--- src/rtl/seg7_pkg.sv ---
// Shared constants and the hex-to-segment table for the seven-segment scan driver.
package seg7_pkg;

    localparam int SEG_A = 7;
    localparam int SEG_B = 6;
    localparam int SEG_C = 5;
    localparam int SEG_D = 4;
    localparam int SEG_E = 3;
    localparam int SEG_F = 2;
    localparam int SEG_G = 1;
    localparam int SEG_H = 0;

    localparam logic [7:0] SEG_BLANK = 8'h00;

    // Segment order is {a,b,c,d,e,f,g,h}; the dot (h) is always 0 here.
    function automatic logic [7:0] hex_to_seg(input logic [3:0] nib);
        logic [7:0] s;
        case (nib)
            4'h0:    s = 8'hFC;
            4'h1:    s = 8'h60;
            4'h2:    s = 8'hDA;
            4'h3:    s = 8'hF2;
            4'h4:    s = 8'h66;
            4'h5:    s = 8'hB6;
            4'h6:    s = 8'hBE;
            4'h7:    s = 8'hE0;
            4'h8:    s = 8'hFE;
            4'h9:    s = 8'hF6;
            4'hA:    s = 8'hEE;
            4'hB:    s = 8'h3E;
            4'hC:    s = 8'h9C;
            4'hD:    s = 8'h7A;
            4'hE:    s = 8'h9E;
            default: s = 8'h8E;
        endcase
        return s;
    endfunction

endpackage

--- src/rtl/seg7_hex_decoder.sv ---
// Combinational nibble + dot to 8-bit segment pattern (a..g, h).
module seg7_hex_decoder
    import seg7_pkg::*;
(
    input  logic [3:0] nibble,
    input  logic       dot,
    output logic [7:0] seg
);

    always_comb begin
        seg        = hex_to_seg(nibble);
        seg[SEG_H] = dot;
    end

endmodule

--- src/rtl/seg7_scan_driver.sv ---
// Time-multiplexed seven-segment driver: double-buffered hex/dot/enable data,
// one blank cycle between digit slots, optional leading-zero blanking.
module seg7_scan_driver
    import seg7_pkg::*;
#(
    parameter int clk_mhz    = 50,
    parameter int w_digit    = 8,
    parameter int refresh_hz = 1000
) (
    input  logic                   clk,
    input  logic                   rst,
    input  logic                   load,
    input  logic [4*w_digit-1:0]   number,
    input  logic [w_digit-1:0]     dots,
    input  logic [w_digit-1:0]     en_mask,
    input  logic                   blank_lz,
    output logic [7:0]             abcdefgh,
    output logic [w_digit-1:0]     digit,
    output logic                   frame_start
);

    localparam int PERIOD = (clk_mhz * 1000000) / (refresh_hz * w_digit);
    localparam int CNT_W  = (PERIOD > 1) ? $clog2(PERIOD) : 1;
    localparam int IDX_W  = (w_digit > 1) ? $clog2(w_digit) : 1;
    localparam logic [CNT_W-1:0] CNT_LAST = CNT_W'(PERIOD - 1);
    localparam logic [IDX_W-1:0] IDX_LAST = IDX_W'(w_digit - 1);

    if (w_digit < 1) begin : g_wdigit_check
        $error("seg7_scan_driver: w_digit must be at least 1");
    end
    if (PERIOD < 2) begin : g_period_check
        $error("seg7_scan_driver: PERIOD must be at least 2");
    end

    logic [CNT_W-1:0]     cnt_q, cnt_d;
    logic [IDX_W-1:0]     idx_q, idx_d;
    logic [7:0]           abcdefgh_q, abcdefgh_d;
    logic [w_digit-1:0]   digit_q, digit_d;
    logic                 frame_start_q, frame_start_d;
    logic [4*w_digit-1:0] pend_number_q, pend_number_d;
    logic [w_digit-1:0]   pend_dots_q, pend_dots_d;
    logic [w_digit-1:0]   pend_en_q, pend_en_d;
    logic                 pend_valid_q, pend_valid_d;
    logic [4*w_digit-1:0] sh_number_q, sh_number_d;
    logic [w_digit-1:0]   sh_dots_q, sh_dots_d;
    logic [w_digit-1:0]   sh_en_q, sh_en_d;

    logic                 tick, wrap;
    logic [w_digit-1:0]   lz_blank;
    logic [w_digit-1:0]   onehot;
    logic                 upper_zero;
    logic [3:0]           cur_nib;
    logic                 cur_dot, cur_en, cur_lz;
    logic [7:0]           dec_seg;

    // Per-digit view of the shadow data for the digit currently being scanned.
    always_comb begin
        lz_blank   = '0;
        onehot     = '0;
        upper_zero = 1'b1;
        cur_nib    = 4'h0;
        cur_dot    = 1'b0;
        cur_en     = 1'b0;
        cur_lz     = 1'b0;
        for (int i = w_digit - 1; i >= 0; i--) begin
            upper_zero  = upper_zero && (sh_number_q[4*i +: 4] == 4'h0);
            lz_blank[i] = blank_lz && (i != 0) && upper_zero;
        end
        for (int i = 0; i < w_digit; i++) begin
            if (idx_q == IDX_W'(i)) begin
                onehot[i] = 1'b1;
                cur_nib   = sh_number_q[4*i +: 4];
                cur_dot   = sh_dots_q[i];
                cur_en    = sh_en_q[i];
                cur_lz    = lz_blank[i];
            end
        end
    end

    seg7_hex_decoder u_dec (
        .nibble (cur_nib),
        .dot    (cur_dot),
        .seg    (dec_seg)
    );

    always_comb begin
        tick          = (cnt_q == CNT_LAST);
        wrap          = tick && (idx_q == IDX_LAST);
        cnt_d         = tick ? '0 : cnt_q + 1'b1;
        idx_d         = idx_q;
        pend_number_d = pend_number_q;
        pend_dots_d   = pend_dots_q;
        pend_en_d     = pend_en_q;
        pend_valid_d  = pend_valid_q;
        sh_number_d   = sh_number_q;
        sh_dots_d     = sh_dots_q;
        sh_en_d       = sh_en_q;
        frame_start_d = wrap;
        digit_d       = '0;
        abcdefgh_d    = SEG_BLANK;

        if (tick) begin
            idx_d = (idx_q == IDX_LAST) ? '0 : idx_q + 1'b1;
        end

        // Shadow only changes at the frame boundary; a load landing on it bypasses pending.
        if (wrap) begin
            if (load) begin
                sh_number_d  = number;
                sh_dots_d    = dots;
                sh_en_d      = en_mask;
                pend_valid_d = 1'b0;
            end else if (pend_valid_q) begin
                sh_number_d  = pend_number_q;
                sh_dots_d    = pend_dots_q;
                sh_en_d      = pend_en_q;
                pend_valid_d = 1'b0;
            end
        end else if (load) begin
            pend_number_d = number;
            pend_dots_d   = dots;
            pend_en_d     = en_mask;
            pend_valid_d  = 1'b1;
        end

        if (!tick) begin
            digit_d    = onehot;
            abcdefgh_d = (cur_en && !cur_lz) ? dec_seg : SEG_BLANK;
        end
    end

    always_ff @(posedge clk) begin
        if (rst) begin
            cnt_q         <= '0;
            idx_q         <= '0;
            abcdefgh_q    <= '0;
            digit_q       <= '0;
            frame_start_q <= 1'b0;
            pend_number_q <= '0;
            pend_dots_q   <= '0;
            pend_en_q     <= '0;
            pend_valid_q  <= 1'b0;
            sh_number_q   <= '0;
            sh_dots_q     <= '0;
            sh_en_q       <= '0;
        end else begin
            cnt_q         <= cnt_d;
            idx_q         <= idx_d;
            abcdefgh_q    <= abcdefgh_d;
            digit_q       <= digit_d;
            frame_start_q <= frame_start_d;
            pend_number_q <= pend_number_d;
            pend_dots_q   <= pend_dots_d;
            pend_en_q     <= pend_en_d;
            pend_valid_q  <= pend_valid_d;
            sh_number_q   <= sh_number_d;
            sh_dots_q     <= sh_dots_d;
            sh_en_q       <= sh_en_d;
        end
    end

    assign abcdefgh    = abcdefgh_q;
    assign digit       = digit_q;
    assign frame_start = frame_start_q;

endmodule

--- config.mk ---
export PLATFORM = sky130hd
export DESIGN_NAME = seg7_scan_driver
export DESIGN_NICKNAME = d
export VERILOG_FILES = /design/src/rtl/seg7_pkg.sv /design/src/rtl/seg7_hex_decoder.sv /design/src/rtl/seg7_scan_driver.sv
export SDC_FILE = /design/constraint.sdc
export NUM_CORES = 1
export LEC_CHECK = 0
export CAP_MARGIN = 15
export CORE_UTILIZATION = 56
export CTS_CLUSTER_SIZE = 24
export DETAILED_ROUTE_END_ITERATION = 10
export GPL_TIMING_DRIVEN = 0
export PLACE_DENSITY = 0.91
export SYNTH_ARGS = -nofsm -noshare
export SYNTH_HDL_FRONTEND = slang
export SYNTH_SLANG_ARGS = --single-unit
--- constraint.sdc ---
create_clock -name clk -period 4.1 [get_ports clk]
set_input_delay 0.82 -clock clk [delete_from_list [all_inputs] [get_ports clk]]
set_output_delay 0.82 -clock clk [all_outputs]
set_load 0.01 [all_outputs]
# --- Word level (Yosys, flattened, before mapping) ---
# Memories as Yosys holds them, arrays and structs flattened. A register that Yosys moved wholly into a read port is not among the register bits.
# Cells that the tools add are included.
totals:
  inputBits: 52
  word_cells: 101
  output_inout_bits: 17
  regBits: 130
  mem_count: 1
  rom_bits: 112
classes:
  n_bitwise: 2
  reduce_logical: 30
  eq_ne: 8
  n_mux: 46
  n_addsub: 2
mem_list:
  columns: ["memory", "words", "word_bits", "rd", "rd_ports_with_merged_regs", "wr", "line", "source"]
  rows:
  - ["(name not given)", 16, 7, 1, 1, 0, "seg7_pkg.sv:18", "case (nib)"]
ops:
  columns: ["cell", "n"]
  rows:
  - ["two-way mux 32 bit", 2]
  - ["two-way mux 4 bit", 8]
  - ["two-way mux 8 bit", 4]
  - ["two-way mux 1 bit", 31]
  - ["zero test 4 bit", 7]
  - ["logical AND 1 bit", 15]
  - ["adder 13 x 1 -> 13 bit, second input constant", 1]
  - ["equality test 13 bit, second input constant", 1]
  - ["equality test 3 bit, second input constant", 4]
  - ["equality test 3 x 2 -> 1 bit, second input constant", 2]
  - ["AND reduction 2 bit", 2]
  - ["OR reduction 2 bit", 2]
  - ["adder 3 x 1 -> 3 bit, second input constant", 1]
  - ["equality test 3 x 1 -> 1 bit, second input constant", 1]
  - ["zero test 3 bit", 1]
  - ["two-way mux 3 bit", 1]
  - ["OR reduction 3 bit", 1]
  - ["NOT 1 bit", 2]
  - ["nonzero test 2 bit", 1]
  - ["zero test 1 bit", 1]

# --- Depth between registers and ports, before layout ---
# Gate-level depths: netlist (run 1).
logic_depth:
  depth_word: 19
  ltp_mapped: 15
  mapped_depth_nobuf: 11

# --- By module ---
# Synthesis (run 1) repeated with hierarchy kept, for this count alone.
unflattened:
  hier_cells: 691
  hier_area_um2: 5916.9
modules_own_cells:
  columns: ["mod", "n_inst", "cells_each", "area_per_inst_um2", "seq_area_each_um2"]
  rows:
  - ["seg7_scan_driver", 1, 657, 5621.6, 2602.5]
  - ["seg7_hex_decoder", 1, 34, 295.3, 0.0]

# --- Worst setup path before layout (run 1) ---
# OpenSTA, ideal clock, no wires.
synth_path:
  path_type: "reg2reg"
  startpoint: "register idx_q[2]"
  endpoint: "register abcdefgh_q[7], in the netlist abcdefgh[7]"
  arrival_time_ns: 3.348
  stages_incl_launch_ff: 16
  t_required_ns: 4.042
  path_slack_ns: 0.694
  path_cell_list: "dfxtp_1 clkbuf_1 inv_1 clkbuf_1 ha_1 buf_6 or2_1 buf_6 a221oi_1 o22ai_1 a21oi_1 inv_1 ha_1 or4_1 a21bo_1 o21ba_1"
synth_via:
  elab_chain_cells: 12
synth_lines:
  columns: ["item", "line", "source"]
  rows:
  - ["from (decl)", "seg7_scan_driver.sv:36", "logic [IDX_W-1:0] idx_q, idx_d;"]
  - ["from (signal assigned)", "seg7_scan_driver.sv:148", "idx_q <= idx_d;"]
  - ["zero test 3 bit / equality test 3 x 1 -> 1 bit (equally long branches)", "seg7_scan_driver.sv:70", "if (idx_q == IDX_W'(i)) begin"]
  - ["two-way mux 1 bit (7 in a row)", "seg7_scan_driver.sv:70", null]
  - ["two-way mux 1 bit / zero test 1 bit (equally long branches)", "seg7_scan_driver.sv:70, seg7_scan_driver.sv:128", null]
  - ["logical AND 1 bit", "seg7_scan_driver.sv:128", "abcdefgh_d = (cur_en && !cur_lz) ? dec_seg : SEG_BLANK;"]
  - ["NOT 1 bit (no line)", null, null]
  - ["OR reduction 3 bit (no line)", null, null]
  - ["to (decl)", "seg7_scan_driver.sv:37", "logic [7:0] abcdefgh_q, abcdefgh_d;"]
# Several ways; a longest one is shown, not always the timed one.
# A chain may end at the register's enable or synchronous reset.

# --- Final worst setup path (run 1) ---
# Ends and elaborated chain as after synthesis.

==> results of run 1 <==
placed cells by master, fill, tap and decap left out, types with 3 or more instances in the layout:
master	netlist	routed
dfxtp_1	130	130
nor2_1	83	83
clkdlybuf4s50_1	0	67
xor2_1	5	5
or3_1	4	4
inv_1	15	15
a221oi_1	8	8
o22ai_1	4	4
bufinv_16	0	4
nand3_1	6	6
nor2b_1	4	4
a21oi_1	75	73
ha_1	15	15
buf_2	20	20
clkbuf_8	0	5
o21ai_0	9	9
clkbuf_16	0	16
nor4_1	5	5
a211oi_1	52	52
clkinvlp_4	0	3
buf_4	5	7
and3_1	6	6
nand3b_1	6	6
or2_2	4	4
nand2_1	126	126
mux2i_1	51	51
clkbuf_1	24	22
nor3_1	5	5
logic make-up after synthesis:
logic type	after synthesis	synth area share
AOI/OAI and AO/OA	168	0.187
buffers and inverters	66	0.0513
adders and majority gates	15	0.0314
xor gates and xnor gates	7	0.0103
DFF	130	0.436
and+or+nand+nor	265	0.197
muxes	52	0.0873
power by group:
group / internal [mW] / leakage (nW) / switching, mW / total, mW
Combinational: 0.0930 / 1.53 / 0.104 / 0.196
Sequential: 1.29 / 1.06 / 0.0166 / 1.31
Clock: 1.06 / 0.307 / 0.573 / 1.63
Total: 2.44 / 2.90 / 0.693 / 3.14
state kept, by name, indices dropped and copies added, names as in the netlist:
| signal | flops |
|---|---|
| pend_number_q | 32 |
| sh_number_q | 32 |
| cnt_q | 13 |
| abcdefgh | 8 |
| digit | 8 |
| pend_dots_q | 8 |
| pend_en_q | 8 |
| sh_dots_q | 8 |
| sh_en_q | 8 |
| idx_q | 3 |
| frame_start | 1 |
| pend_valid_q | 1 |
metal layers:
layer | vias up | routed length (microns) | global-route usage
met5 | - | 0 | 0
met4 | 0 | 653 | 0.171
met3 | 75 | 1190 | 0.0921
met2 | 266 | 7950 | 0.516
met1 | 2683 | 6630 | 0.353
li1 | 2630 | - | -
cell usage after synthesis (all sizes together) (2+ instances only):
cell     count
dfxtp      130
nand2      126
nor2        84
a21oi       75
a211oi      53
mux2i       51
buf         27
clkbuf      24
ha          15
inv         15
a221oi       9
o21ai        9
and3         6
nand3        6
nand3b       6
nor3         6
nor4         5
or2          5
xor2         5
nor2b        4
o22ai        4
or3          4
and2         3
a2111oi      2
a31oi        2
nand4bb      2
o2111ai      2
o211ai       2
o31ai        2
or4          2
xnor2        2
worst reg2reg max path, cell delays in order, from the launching register on:
cell and delay, ns:
dfxtp_1 0.47, clkbuf_2 0.29, inv_1 0.22, ha_1 0.28, buf_6 0.15, or2_1 0.24
buf_6 0.15, a221oi_1 0.28, o22ai_1 0.18, a21oi_2 0.29, inv_1 0.20, ha_1 0.27
or4_1 0.53, a21bo_1 0.19, o21ba_1 0.15
how the worst min path moves through the flow:
| stage | cells after the start | slack [ns] | startpoint | to |
|---|---|---|---|---|
| finish | 2 | 0.45 | pend_dots_q[2] | pend_dots_q[2] |
| global route | 2 | 0.48 | pend_dots_q[6] | pend_dots_q[6] |
| CTS | 2 | 0.45 | pend_dots_q[2] | pend_dots_q[2] |
| detailed placement | 2 | 0.45 | pend_dots_q[2] | pend_dots_q[2] |
| global placement | 2 | 0.44 | pend_number_q[8] | pend_number_q[8] |
| floorplan | 2 | 0.43 | sh_dots_q[7] | abcdefgh[0] |
area by class of cell:
class | instances | area (sq um)
sequential | 130 | 2600
buffer | 50 | 248
inverter | 15 | 56.3
multi-input combinational | 507 | 3070
clock inverter | 11 | 174
clock buffer | 21 | 469
timing repair buffer | 69 | 686
tap | 136 | 170
fill | 721 | 2850
timing repair:
action,4_1_cts,5_1_grt
pin swaps,0,1
hold buffers,0,0
endpoints found under the setup margin,1,1
gates resized for setup,2,1
buffers inserted,0,2
==> results.py, run 1 <==
metrics = {
    "logic_synthesis": {
        "synth.avg_cell_area_sq_um": 8.50,
        "synth_flop_cell": "dfxtp_1",
        "yosysTopAreaCell": "dfxtp_1",
        "yosys.area.top_type_share": 0.436,
        "syn_area_sq_um": 5970,
        "synth_sequential_area_ratio": 0.436,
        "async_flop_share": 0,
        "synthTopCellsByArea": "dfxtp_1, mux2i_1, nand2_1",
        "synth_fp_nets": 770,
        "synthCells": 703,
        "synth-edff-count": 0,
        "ys_ff_latch": 130,
        "synthesis.yosys.warnings": 0,
        "synth_cell_types": 56,
    },
    "floorplanning": {
        "die_h_microns": 105,
        "fp.dieArea_sq_um": 11100,
        "start_util": 0.579,
        "rows": 37,
        "num_io_pins": 69,
        "coreArea_sq_um": 10300,
        "die_w_microns": 105,
    },
    "place": {
        "dpl.cell_count": 906,
        "gp_congestion": 0.933,
        "place_hpwl_microns": 11600,
        "dpl_cell_area_sq_um": 6810,
        "io_buffers": 67,
        "pre_cts_slack_ns": -0.107,
    },
    "timing": {
        "period_minus_slack_ns": 3.95,
        "fin_crit_sh": 0.964,
        "fin_skew_ns": 0.00902,
        "rsz0062_at_grt": "no",
        "max_slew_margin": 0.485,
        "setup_violations": 0,
        "max_slew.worst_pin.slew_ns": 0.773,
        "fmax_mhz": 253,
        "slew_viol_final": 0,
        "hold_viol": 0,
        "finalSetupTns_ns": 0,
        "hold-worst-slack_ns": 0.454,
        "layout_setup_ws_ns": 0.150,
    },
    "clock_network": {
        "clk_pin_slew_ns": 0.06,
        "numCtsBuffers": 17,
        "cts.sinks": 130,
        "cts-root-buf": "clkbuf_8",
        "clock_path_buffers": 2,
        "insertion_delay_ns": 0.54,
        "cts_tree": "built",
        "htreeDepth": 4,
    },
    "final_layout": {
        "drive_above_1_share": 0.0984,
        "syn_to_final_growth_pct": 25.2,
        "fin_cells": 939,
        "nets": 857,
        "n_antenna_cell": 0,
        "final_core_utilization": 0.724,
        "stdcell_area_sq_um": 7480,
    },
    "grt": {
        "antenna_found_initial": 0,
        "grt_pass1_vias": 5633,
        "overflow": 0,
        "grt_usage": 0.309,
        "grt_first_pass_wirelength_microns": 26700,
        "grt_start_max_net_pins": 17,
    },
    "setup_path": {
        "critPathKind": "reg -> reg",
        "worstPathRequired_ns": 4.58,
        "cp_slowest_cell": "or4_1",
        "reg2regPathDepth": 14,
        "cp_max_fo": 11,
        "cpLargestDelayFamily": "compound AO/OA/AOI/OAI gates",
        "reg2reg_from": "idx_q[2]",
        "crit_arrival_ns": 4.43,
        "worstPathCellList": "clkbuf_2 > inv_1 > ha_1 > buf_6 > or2_1 > buf_6 > a221oi_1 > o22ai_1 > a21oi_2 > inv_1 > ha_1 > or4_1 > a21bo_1 > o21ba_1",
        "cp-start-kind": "flop",
        "critPathBufInv": 5,
        "crit_end": "abcdefgh[7]",
        "end_kind": "flop",
        "reg2reg_to": "abcdefgh[7]",
        "critPathMaxStageDelay_ns": 0.53,
        "reg2reg_slack_ns": 0.15,
        "crit_start": "idx_q[2]",
        "critical_path_depth": 14,
    },
    "power": {
        "vdd_ir_drop_max_uv": 343,
        "powerDensity_nw_per_um2": 419,
        "p_total_mw": 3.14,
        "p_leak_nw": 2.90,
    },
    "drt": {
        "drc_errors": 0,
        "num_vias": 5654,
        "initialDrtViolationCount": 572,
        "wl_per_cell_microns": 17.5,
        "via_per_inst": 6.02,
        "routed_wl_microns": 16400,
        "first_pass_iters": 7,
        "ant_nets": 0,
    },
    "flow_run": {
        "cap_violations": 0,
    },
    "outcome": {
        "status": "finished, final reports clean",
    },
    "hold_path": {
        "worstHoldPathType": "reg -> reg",
    },
}
Note: power is estimated with default switching activity, not from simulation.
==> run 2: changes to the inputs <==
--- a/config.mk
+++ b/config.mk
@@ -5,7 +5,7 @@
 export SDC_FILE = /design/constraint.sdc
 export NUM_CORES = 1
 export LEC_CHECK = 0
-export CAP_MARGIN = 15
+export CAP_MARGIN = 20
 export CORE_UTILIZATION = 56
 export CTS_CLUSTER_SIZE = 24
 export DETAILED_ROUTE_END_ITERATION = 10
@@ -14,3 +14,4 @@
 export SYNTH_ARGS = -nofsm -noshare
 export SYNTH_HDL_FRONTEND = slang
 export SYNTH_SLANG_ARGS = --single-unit
+export TNS_END_PERCENT = 100
==> results of run 2 <==
No change in the layout: final DEF, timing and power equal those of run 1.
